`config.mk`:
```
export PLATFORM = sky130hd
export DESIGN_NAME = typing_round_controller
export DESIGN_NICKNAME = d
export VERILOG_FILES = /design/src/rtl/typing_round_controller.sv
export SDC_FILE = /design/constraint.sdc
export NUM_CORES = 1
export LEC_CHECK = 0
export CORE_MARGIN = 2
export CORE_UTILIZATION = 45
export CTS_BUF_LIST = sky130_fd_sc_hd__clkbuf_16
export CTS_CLUSTER_SIZE = 24
export DETAILED_ROUTE_END_ITERATION = 10
export HOLD_SLACK_MARGIN = 0.12
export PLACE_DENSITY = 0.87
export SYNTH_ARGS = -nofsm -noshare
export SYNTH_HDL_FRONTEND = slang
export SYNTH_SLANG_ARGS = --single-unit
```
`constraint.sdc`:
```
create_clock -name clk -period 2.5 [get_ports clk]
set_input_delay 0.375 -clock clk [delete_from_list [all_inputs] [get_ports clk]]
set_output_delay 0.375 -clock clk [all_outputs]
set_load 0.01 [all_outputs]
```
`src/rtl/typing_round_controller.sv`:
```
// Typing-game round sequencer between the PS/2 decoder and Keyboard_Parser.
// Optional round timer enabled by defining ROUND_TIMER_EN.
module typing_round_controller #(
  parameter int NUM_LEVELS       = 4,
  parameter int LOAD_WAIT_CYCLES = 3,
  parameter int TICKS_PER_SEC    = 50_000_000,
  parameter int ROUND_SECONDS    = 30
) (
  input  logic       clk,
  input  logic       resetn,
  input  logic       start,
  input  logic       key_valid,
  input  logic [7:0] key_code,
  input  logic [7:0] comparison_data,
  input  logic [7:0] num_char,
  output logic       enable_next_level,
  output logic       get_next_character,
  output logic [3:0] level,
  output logic [7:0] chars_typed,
  output logic [7:0] error_count,
  output logic [7:0] seconds_left,
  output logic       round_active,
  output logic       round_done,
  output logic       game_over,
  output logic       timed_out
);

  typedef enum logic [2:0] {
    S_IDLE, S_ARM, S_LOAD_WAIT, S_PLAY, S_ADVANCE, S_ROUND_DONE, S_GAME_OVER
  } state_t;

  localparam int WAIT_W = (LOAD_WAIT_CYCLES > 1) ? $clog2(LOAD_WAIT_CYCLES) : 1;

  state_t             state_q;
  logic [3:0]         level_q;
  logic [7:0]         chars_typed_q;
  logic [7:0]         error_count_q;
  logic [7:0]         error_count_d;
  logic [WAIT_W-1:0]  wait_q;
  logic [7:0]         word_len;
  logic               key_hit;
  logic               new_game;
  logic               timeout;

  // An empty word still needs one correct key to finish the round.
  assign word_len      = (num_char == 8'd0) ? 8'd1 : num_char;
  assign error_count_d = (error_count_q == 8'hFF) ? error_count_q : error_count_q + 8'd1;
  assign key_hit       = key_valid && (key_code == comparison_data);
  assign new_game      = start && ((state_q == S_IDLE) || (state_q == S_GAME_OVER));

  always_ff @(posedge clk) begin
    if (!resetn) begin
      state_q       <= S_IDLE;
      level_q       <= '0;
      chars_typed_q <= '0;
      error_count_q <= '0;
      wait_q        <= '0;
    end else begin
      case (state_q)
        S_IDLE, S_GAME_OVER: begin
          if (new_game) begin
            level_q       <= '0;
            error_count_q <= '0;
            chars_typed_q <= '0;
            state_q       <= S_ARM;
          end
        end
        S_ARM: begin
          wait_q  <= '0;
          state_q <= (LOAD_WAIT_CYCLES == 0) ? S_PLAY : S_LOAD_WAIT;
        end
        S_LOAD_WAIT: begin
          if (wait_q == WAIT_W'(LOAD_WAIT_CYCLES - 1)) state_q <= S_PLAY;
          else wait_q <= wait_q + WAIT_W'(1);
        end
        S_PLAY: begin
          if (timeout) begin
            state_q <= S_GAME_OVER;
          end else if (key_hit) begin
            chars_typed_q <= chars_typed_q + 8'd1;
            state_q       <= S_ADVANCE;
          end else if (key_valid) begin
            error_count_q <= error_count_d;
          end
        end
        S_ADVANCE: begin
          state_q <= (chars_typed_q == word_len) ? S_ROUND_DONE : S_PLAY;
        end
        S_ROUND_DONE: begin
          if (start) begin
            if (level_q == 4'(NUM_LEVELS - 1)) begin
              state_q <= S_GAME_OVER;
            end else begin
              level_q       <= level_q + 4'd1;
              chars_typed_q <= '0;
              state_q       <= S_ARM;
            end
          end
        end
        default: state_q <= S_IDLE;
      endcase
    end
  end

`ifdef ROUND_TIMER_EN
  localparam int TICK_W = (TICKS_PER_SEC > 1) ? $clog2(TICKS_PER_SEC) : 1;

  logic [TICK_W-1:0] tick_q;
  logic [7:0]        seconds_left_q;
  logic              timed_out_q;
  logic              in_round;
  logic              go_arm;
  logic              sec_wrap;

  assign in_round = (state_q == S_PLAY) || (state_q == S_ADVANCE);
  assign go_arm   = new_game ||
                    (start && (state_q == S_ROUND_DONE) && (level_q != 4'(NUM_LEVELS - 1)));
  assign sec_wrap = in_round && (tick_q == TICK_W'(TICKS_PER_SEC - 1));
  assign timeout  = (state_q == S_PLAY) && (seconds_left_q == 8'd0);

  // Time only runs while the player can type; the load and done phases are free.
  always_ff @(posedge clk) begin
    if (!resetn) begin
      tick_q         <= '0;
      seconds_left_q <= '0;
      timed_out_q    <= 1'b0;
    end else begin
      if (go_arm) begin
        tick_q         <= '0;
        seconds_left_q <= 8'(ROUND_SECONDS);
      end else if (in_round) begin
        tick_q <= sec_wrap ? '0 : tick_q + TICK_W'(1);
        if (sec_wrap && (seconds_left_q != 8'd0)) seconds_left_q <= seconds_left_q - 8'd1;
      end
      if (new_game) timed_out_q <= 1'b0;
      else if (timeout) timed_out_q <= 1'b1;
    end
  end

  assign seconds_left = seconds_left_q;
  assign timed_out    = timed_out_q;
`else
  assign timeout      = 1'b0;
  assign seconds_left = 8'd0;
  assign timed_out    = 1'b0;
`endif

  assign enable_next_level  = (state_q == S_ARM);
  assign get_next_character = (state_q == S_ADVANCE);
  assign round_active       = (state_q == S_PLAY) || (state_q == S_ADVANCE);
  assign round_done         = (state_q == S_ROUND_DONE);
  assign game_over          = (state_q == S_GAME_OVER);
  assign level              = level_q;
  assign chars_typed        = chars_typed_q;
  assign error_count        = error_count_q;

endmodule

```
-- Word-level counts from Yosys, hierarchy flattened
Index checks and enable logic that the tools add are counted.
- $add $sub $neg: 4
- equality and inequality tests: 20
- multiplexer cells: 23
- reduce and logical (&&, ||, !) cells: 16
- operators by type and width (cell ; count):
    8-bit two-way mux ; 8
    8-bit one-hot mux with 3 select lines ; 1
    3-bit two-way mux ; 6
    2-bit inequality test, second input constant ; 9
    3-bit one-hot mux with 6 select lines ; 1
    8-bit by 1-bit adder with 8-bit output, second input constant ; 2
    8-bit equality test ; 2
    8-bit one-hot mux with 2 select lines ; 1
    4-bit two-way mux ; 3
    5-bit AND reduction ; 2
    3-bit equality test, second input constant ; 3
    8-bit equality test, second input constant ; 1
    8-bit logical NOT ; 1
    4-bit one-hot mux with 2 select lines ; 1
    4-bit AND reduction ; 2
    3-bit by 2-bit equality test with 1-bit output, second input constant ; 2
    2-bit nonzero test ; 3
    4-bit by 1-bit adder with 4-bit output, second input constant ; 1
    4-bit by 2-bit equality test with 1-bit output, second input constant ; 1
    2-bit one-hot mux with 2 select lines ; 1
    3-bit by 1-bit equality test with 1-bit output, second input constant ; 1
    3-bit logical NOT ; 1
    3-bit nonzero test ; 1
    2-bit by 1-bit adder with 2-bit output, second input constant ; 1
    6 further kinds ; 8
- flip-flop bits (word level): 25
- input port bits: 28
- output and inout port bits: 34
- word-level logic and storage cells: 68

-- Depth between registers and ports, before layout
Gate-level depths: netlist of the first run.
- word-level depth: 5
- depth in mapped cells: 7
- gate-level depth less buffers: 6

-- Worst setup path after synthesis of the first run
Ideal clock, no wire load.
- path kind: reg-to-reg
- start point: reg level_q[0], in the netlist level[0]
- end point: reg chars_typed_q[7], in the netlist chars_typed[7]
- library setup time: 0.129 ns
- data arrival time: 1.778 ns
- data required time: 2.371 ns
- setup slack: 0.593 ns
- stages on the path, launching flop included: 8
- path buffers: 1
- clock period less this slack: 1.907 ns
- path through: dfxtp_1 > ha_1 > or3b_2 > nand4_1 > and2_1 > clkbuf_1 > nor4_1 > mux2i_1
- longest elaborated chain between the ends: 3
- ends and longest elaborated chain (what ; RTL line ; RTL):
    start, declared ; 35 ; logic [3:0] level_q;
    start signal, assigned ; 94 ; level_q <= level_q + 4'd1;
    4-bit by 2-bit equality test with 1-bit output ; 91 ; if (level_q == 4'(NUM_LEVELS - 1)) begin
    2-bit inequality test (no line) ; -- ;
    5-bit AND reduction (no line) ; -- ;
    end signal, assigned ; 80 ; chars_typed_q <= chars_typed_q + 8'd1;
    end, declared ; 36 ; logic [7:0] chars_typed_q;
No other way between the ends.
A chain may end at the register's enable or synchronous reset.

-- Worst setup path in the final report of the first run
- start point: reg state_q[2]
- end point: out round_active
- longest elaborated chain between the ends: 2
- elaborated cells between the ends (all ways): 3
- classes of those cells: 2 x eq/ne; 1 x reduce/logical
- ends and longest elaborated chain (what ; RTL line ; RTL):
    start, declared ; 34 ; state_t state_q;
    start signal, assigned ; 70 ; state_q <= (LOAD_WAIT_CYCLES == 0) ? S_PLAY : S_LOAD_WAIT;
    start signal, assigned ; 87 ; state_q <= (chars_typed_q == word_len) ? S_ROUND_DONE : S_PLAY;
    3-bit by 2-bit equality test with 1-bit output / 3-bit equality test (equally long branches) ; 150 ; assign round_active = (state_q == S_PLAY) || (state_q == S_ADVANCE);
    1-bit logical OR * ; 150 ;
    end, declared ; 22 ; output logic round_active,
Mark *: on every way between the ends. The rest lies on a longest branch, timed or not.

==> results.ini, run 1 <==
[outcome]
status=completed

[timing]
final-max-slew-violation-count=0
worst_pin_slew_ns=0.480
max_freq_mhz=438
slew_headroom_pct=67.2
worst_slack_ns=0.219
tns_ns=0
fin_skew_ns=0.00260
final-hold-violation-count=0
finalSetupViolCount=0
finalCritPeriodShare_pct=91.2
fin_crit_ns=2.28
rsz0062_at_grt=false

[yosys]
synth_warnings=0
ys_types=54
synth_cells=217
synth_edf_count=0
synth_seq_cells=25
synth_seq_area_share_pct=28.3
async_reset_ff_share_pct=0
yosys_most_used_dff=dfxtp_1
synth_area_mm2=0.00177
avgSynthCellArea_um2=8.16

[floorplanning]
core_mm2=0.00372
die_width_um=66.7
rows=22
ios=62
initial_core_util_pct=47.6
die_area_mm2=0.00445
die_h_um=66.7

[worst_setup_path]
startpoint_type=register
reg2reg_setup_slack_ns=0.37
worstReg2RegEnd=chars_typed[7]
worstPathArrival_ns=1.91
reg2reg_from=state_q[1]
rr_worst_depth=6
critical_path_class=register to output port
cp-end-kind=output port
cp.required_ns=2.12
cp_max_fo=14

[place]
place_hpwl_um=3350
port-buffer-count=52
gp_congestion=0.913
dp_cells=316
dp_slack_ns=0.00698

[route]
drc=0
vias=1787
ant_nets=0
vias_per_cell=5.58
drtIter0Drc=116
routed_wirelength_um=4390
dr.pass1.iters=4
wl_per_cell_um=13.7

[worst_hold_path]
holdPathEnd=chars_typed[7]
hold_path_startpoint=chars_typed[7]
hold-path-cell-count=2
hold_class=register to register

[power]
fin_total_pwr_uw=1030
max-vdd-ir-drop_mv=0.221
leakagePower_uw=0.000871
p_per_area_mw_per_mm2=424

[finish]
stdcell_count=320
final_cell_mix=clkdlybuf4s50_1 (52), dfxtp_1 (25), a21oi_1 (17)
syn2layout_area_growth_pct=36.5
layout.nets=305
drive_gt1_share_pct=7.35
fin_util_pct=65.1
layout_commonest_cell=clkdlybuf4s50_1
num_antenna_cells=0

[grt]
grt_overflow_total=0
grt_start_max_net_pins=16
grt_pass1_wl_um=7210
gr-usage-all-layers_pct=20.8
grt_pass1_vias=1583
antenna_found_initial=0

[clock_tree]
postCtsSetupBuffers=0
cts_resized=0
cts_num_sinks=25
hold_buffers=0
clockBufferDepth=2
cts_tree=yes
cts_buffers=3
clk_pin_slew_ns=0.06
htreeDepth=1
insertion_delay_ns=0.26
root_buffer=clkbuf_16

[job]
maxCapViolCount=0

-- cell families (layout without fill, tap and decap cells) --
kind of cell,Yosys count,in the layout,synth area share [%]
XOR/XNOR,22,22,10.9
multiplexers,4,4,2.26
flip-flops,25,25,28.3
adder cells (fa/ha/maj),5,5,3.39
AO/OA/AOI/OAI,55,55,21.3
AND/OR/NAND/NOR,75,75,24.9
other,1,9,0.212
buffers and inverters,30,77,8.76
-- Yosys cell counts (all sizes together), types with 4 or more instances --
cell | instances | area [um^2]
ha | 4 | 50.1
or4 | 5 | 37.5
dfxtp | 25 | 500
a2111oi | 4 | 36.3
nor2 | 15 | 56.3
nand4 | 9 | 56.3
mux2i | 4 | 40.0
nand2b | 4 | 25.0
o31ai | 5 | 37.5
inv | 13 | 48.8
nand2 | 12 | 45.0
nand3 | 6 | 30.0
and2 | 5 | 31.3
xnor2 | 10 | 87.6
a21oi | 18 | 93.8
o21ai | 9 | 45.0
nor4 | 5 | 61.3
buf | 11 | 83.8
clkbuf | 6 | 22.5
xor2 | 12 | 105
-- critical path: stages, from the launching register on --
cell	delay, ns
dfxtp_1	0.60
nand2b_1	0.24
o21ai_0	0.24
clkdlybuf4s50_1	0.57
-- layer usage --
metal,track usage (%),part of all wire (%),vias to the layer above
met4,7.14,1.9,0
met3,3.38,5.5,9
met2,34.6,49,62
met1,27.1,44,824
met5,0,0,-
li1,-,-,892
-- power by group --
| group | switching [uW] | leakage [uW] | internal, uW |
|---|---|---|---|
| logic | 122 | 0.000632 | 112 |
| clock network | 149 | 0.0000371 | 217 |
| registers | 17.4 | 0.000202 | 408 |
-- registers in the layout, summed over array words and instances (netlist names) --
register and cells:
chars_typed 8, error_count 8, level 4, state_q 3, wait_q 2
-- worst max-delay path by stage --
stage                                  start             end  cells past startpoint
after floorplan                     level[0]  chars_typed[7]                      7
after detailed placement         key_code[7]  chars_typed[5]                      6
after global routing              state_q[2]    round_active                      3
after global placement    comparison_data[7]  chars_typed[5]                      6
after CTS                         state_q[2]    round_active                      3
final                             state_q[2]    round_active                      3
-- per-stage QoR --
step | instance area [um^2] | hold WS (ns)
6_report | 2420 | 0.504
5_1_grt | 2420 | 0.530
4_1_cts | 2420 | 0.506
3_5_place_dp | 2330 | 0.497
3_3_place_gp | 2330 | 0.483
2_1_floorplan | 1800 | 0.472
-- final cells by class --
| cell class | count | area (um^2) |
|---|---|---|
| clock buffer | 3 | 75.1 |
| clock inverter | 1 | 7.51 |
| fill | 309 | 1300 |
| inverter | 13 | 48.8 |
| multi-input combinational | 170 | 1140 |
| sequential | 25 | 500 |
| tap | 48 | 60.1 |
| timing repair buffer | 60 | 581 |
(Power assumes the default switching activity.)
==> run 2, diff against run 1 <==
--- a/config.mk
+++ b/config.mk
@@ -7,11 +7,11 @@
 export LEC_CHECK = 0
 export CORE_MARGIN = 2
 export CORE_UTILIZATION = 45
-export CTS_BUF_LIST = sky130_fd_sc_hd__clkbuf_16
 export CTS_CLUSTER_SIZE = 24
 export DETAILED_ROUTE_END_ITERATION = 10
 export HOLD_SLACK_MARGIN = 0.12
 export PLACE_DENSITY = 0.87
+export SKIP_CTS_REPAIR_TIMING = 1
 export SYNTH_ARGS = -nofsm -noshare
 export SYNTH_HDL_FRONTEND = slang
 export SYNTH_SLANG_ARGS = --single-unit
==> constraint.sdc (replaced) <==
create_clock -name clk -period 2.5 [get_ports clk]
set_input_delay 0.375 -clock clk [delete_from_list [all_inputs] [get_ports clk]]
set_output_delay 0.375 -clock clk [all_outputs]
set_load 0.1 [all_outputs]
==> run 2 against run 1 <==
Compared with the run above: wire length is 1.7% lower; via count is 1.3% lower; highest routed layer unchanged; clock power is 33% lower; die area stayed put; setup slack better by 0.090 ns; hold slack worse by 0.022 ns; combinational power is 39% higher; core utilization is 1.9 points lower; flip-flop and latch count stayed put; sequential share of layout area is 0.71 points higher; cell count stayed put; sequential power hardly changed.
==> results.ini, run 2 (synthesis gave the netlist of run 1 again) <==
[timing]
final-hold-violation-count=0
finalSetupViolCount=0
slew_headroom_pct=54.5
tns_ns=0
fin_skew_ns=0.00481
worst_pin_slew_ns=0.665
rsz0062_at_grt=false
fin_crit_ns=2.19
final-max-slew-violation-count=0
max_freq_mhz=456
finalCritPeriodShare_pct=87.7

[clock_tree]
insertion_delay_ns=0.27
cts_tree=yes
clk_pin_slew_ns=0.09
cts_num_sinks=25
htreeDepth=1
clockBufferDepth=2
root_buffer=clkbuf_8
cts_buffers=3

[place]
place_hpwl_um=3190
port-buffer-count=52
postPlaceCellArea_mm2=0.00230
gp_congestion=0.919

[power]
leakagePower_uw=0.000914
switching_share_pct=36.3
power_switching_uw=362
max-vdd-ir-drop_mv=0.308
p_int_uw=636
pwr-share-seq_pct=42.9
p_per_area_mw_per_mm2=425
clkPwrFrac_pct=24.8
combPwrFrac_pct=32.4

[grt]
grt_pass1_wl_um=6890
antenna_found_initial=0
grt_pass1_vias=1552
grt_overflow_total=0
grt_start_max_net_pins=16
gr-usage-all-layers_pct=19.5

[route]
ant_nets=0
drtIter0Drc=113
wl_per_cell_um=13.5
vias_per_cell=5.51
dr.pass1.iters=5
vias=1764
routed_wirelength_um=4310
drc=0

[worst_setup_path]
startpoint_type=input port
cp.required_ns=2.71
critical_path_class=input port to register
cp-end-kind=register
cp_max_fo=14
worstPathArrival_ns=2.40

[floorplanning]
ios=62
die_area_mm2=0.00445
die_width_um=66.7
core_mm2=0.00372
die_h_um=66.7
rows=22
initial_core_util_pct=47.6

[finish]
final_area_mm2=0.00235
drive_gt1_share_pct=17.3
num_antenna_cells=0
final_cell_mix=buf_4 (31), clkdlybuf4s50_1 (27), dfxtp_1 (23)
layout_commonest_cell=buf_4
syn2layout_area_growth_pct=32.7
layout.nets=305

[worst_hold_path]
hold_class=register to register

[job]
maxCapViolCount=0

[outcome]
status=completed

==> run 2: cell count changes in the layout (fill, tap and decap cells not counted) <==
| cell | previous run | this run |
|---|---|---|
| dfxtp_2 | 0 | 2 |
| clkdlybuf4s50_1 | 52 | 27 |
| clkbuf_16 | 3 | 0 |
| o21ai_1 | 1 | 2 |
| dfxtp_1 | 25 | 23 |
| buf_12 | 0 | 2 |
| buf_4 | 8 | 31 |
| clkbuf_8 | 0 | 3 |
| o21ai_0 | 8 | 7 |
==> run 2: routing by layer <==
layer	track usage, %	share of wire, %
met2	32.8	49
met3	2.87	5.3
met1	26.2	45
met4	4.85	0.72
met5	0	0
==> run 2: path summary, 6_finish.rpt <==
| kind | to | start | slack [ns] | cells after the start |
|---|---|---|---|---|
| worst max-delay path | chars_typed[4] | comparison_data[5] | 0.31 | 6 |
| worst min-delay path | level[1] | level[1] | 0.48 | 2 |
| worst min register to register | level[1] | level[1] | 0.48 | 2 |
| worst max register to register | chars_typed[4] | state_q[0] | 0.34 | 5 |
==> run 2: per-stage QoR <==
stage	worst slack (ns)	cells	hold WS (ns)	utilization (%)	total power (uW)
after global placement	0.0999	316	0.462	61.9	751
after detailed placement	0.0310	316	0.468	61.9	757
after floorplan	0.0600	225	0.472	-	672
after global routing	0.147	320	0.509	63.2	1040
final	0.309	320	0.481	63.2	998
after CTS	0.317	320	0.484	63.2	1000
==> run 2: power by group through the flow <==
stage / clock network, uW / logic [uW] / registers, uW
after floorplan: 0 / 228 / 444
after global placement: 0 / 315 / 436
after detailed placement: 0 / 320 / 436
after CTS: 254 / 323 / 427
after global routing: 265 / 346 / 431
final: 247 / 323 / 428
==> run 2: cell type report <==
cell class | instances | area, um^2
Fill cell | 336 | 1370
Clock buffer | 3 | 41.3
Timing Repair Buffer | 60 | 543
Inverter | 13 | 48.8
Multi-Input combinational cell | 170 | 1140
Clock inverter | 1 | 7.51
Sequential cell | 25 | 503
Tap cell | 48 | 60.1
==> run 2: critical path, stage by stage <==
cell and delay, ns:
clkdlybuf4s50_1 0.41, xor2_1 0.19, nor4_4 0.48, a21oi_2 0.24, or4_1 0.55, a21oi_1 0.15
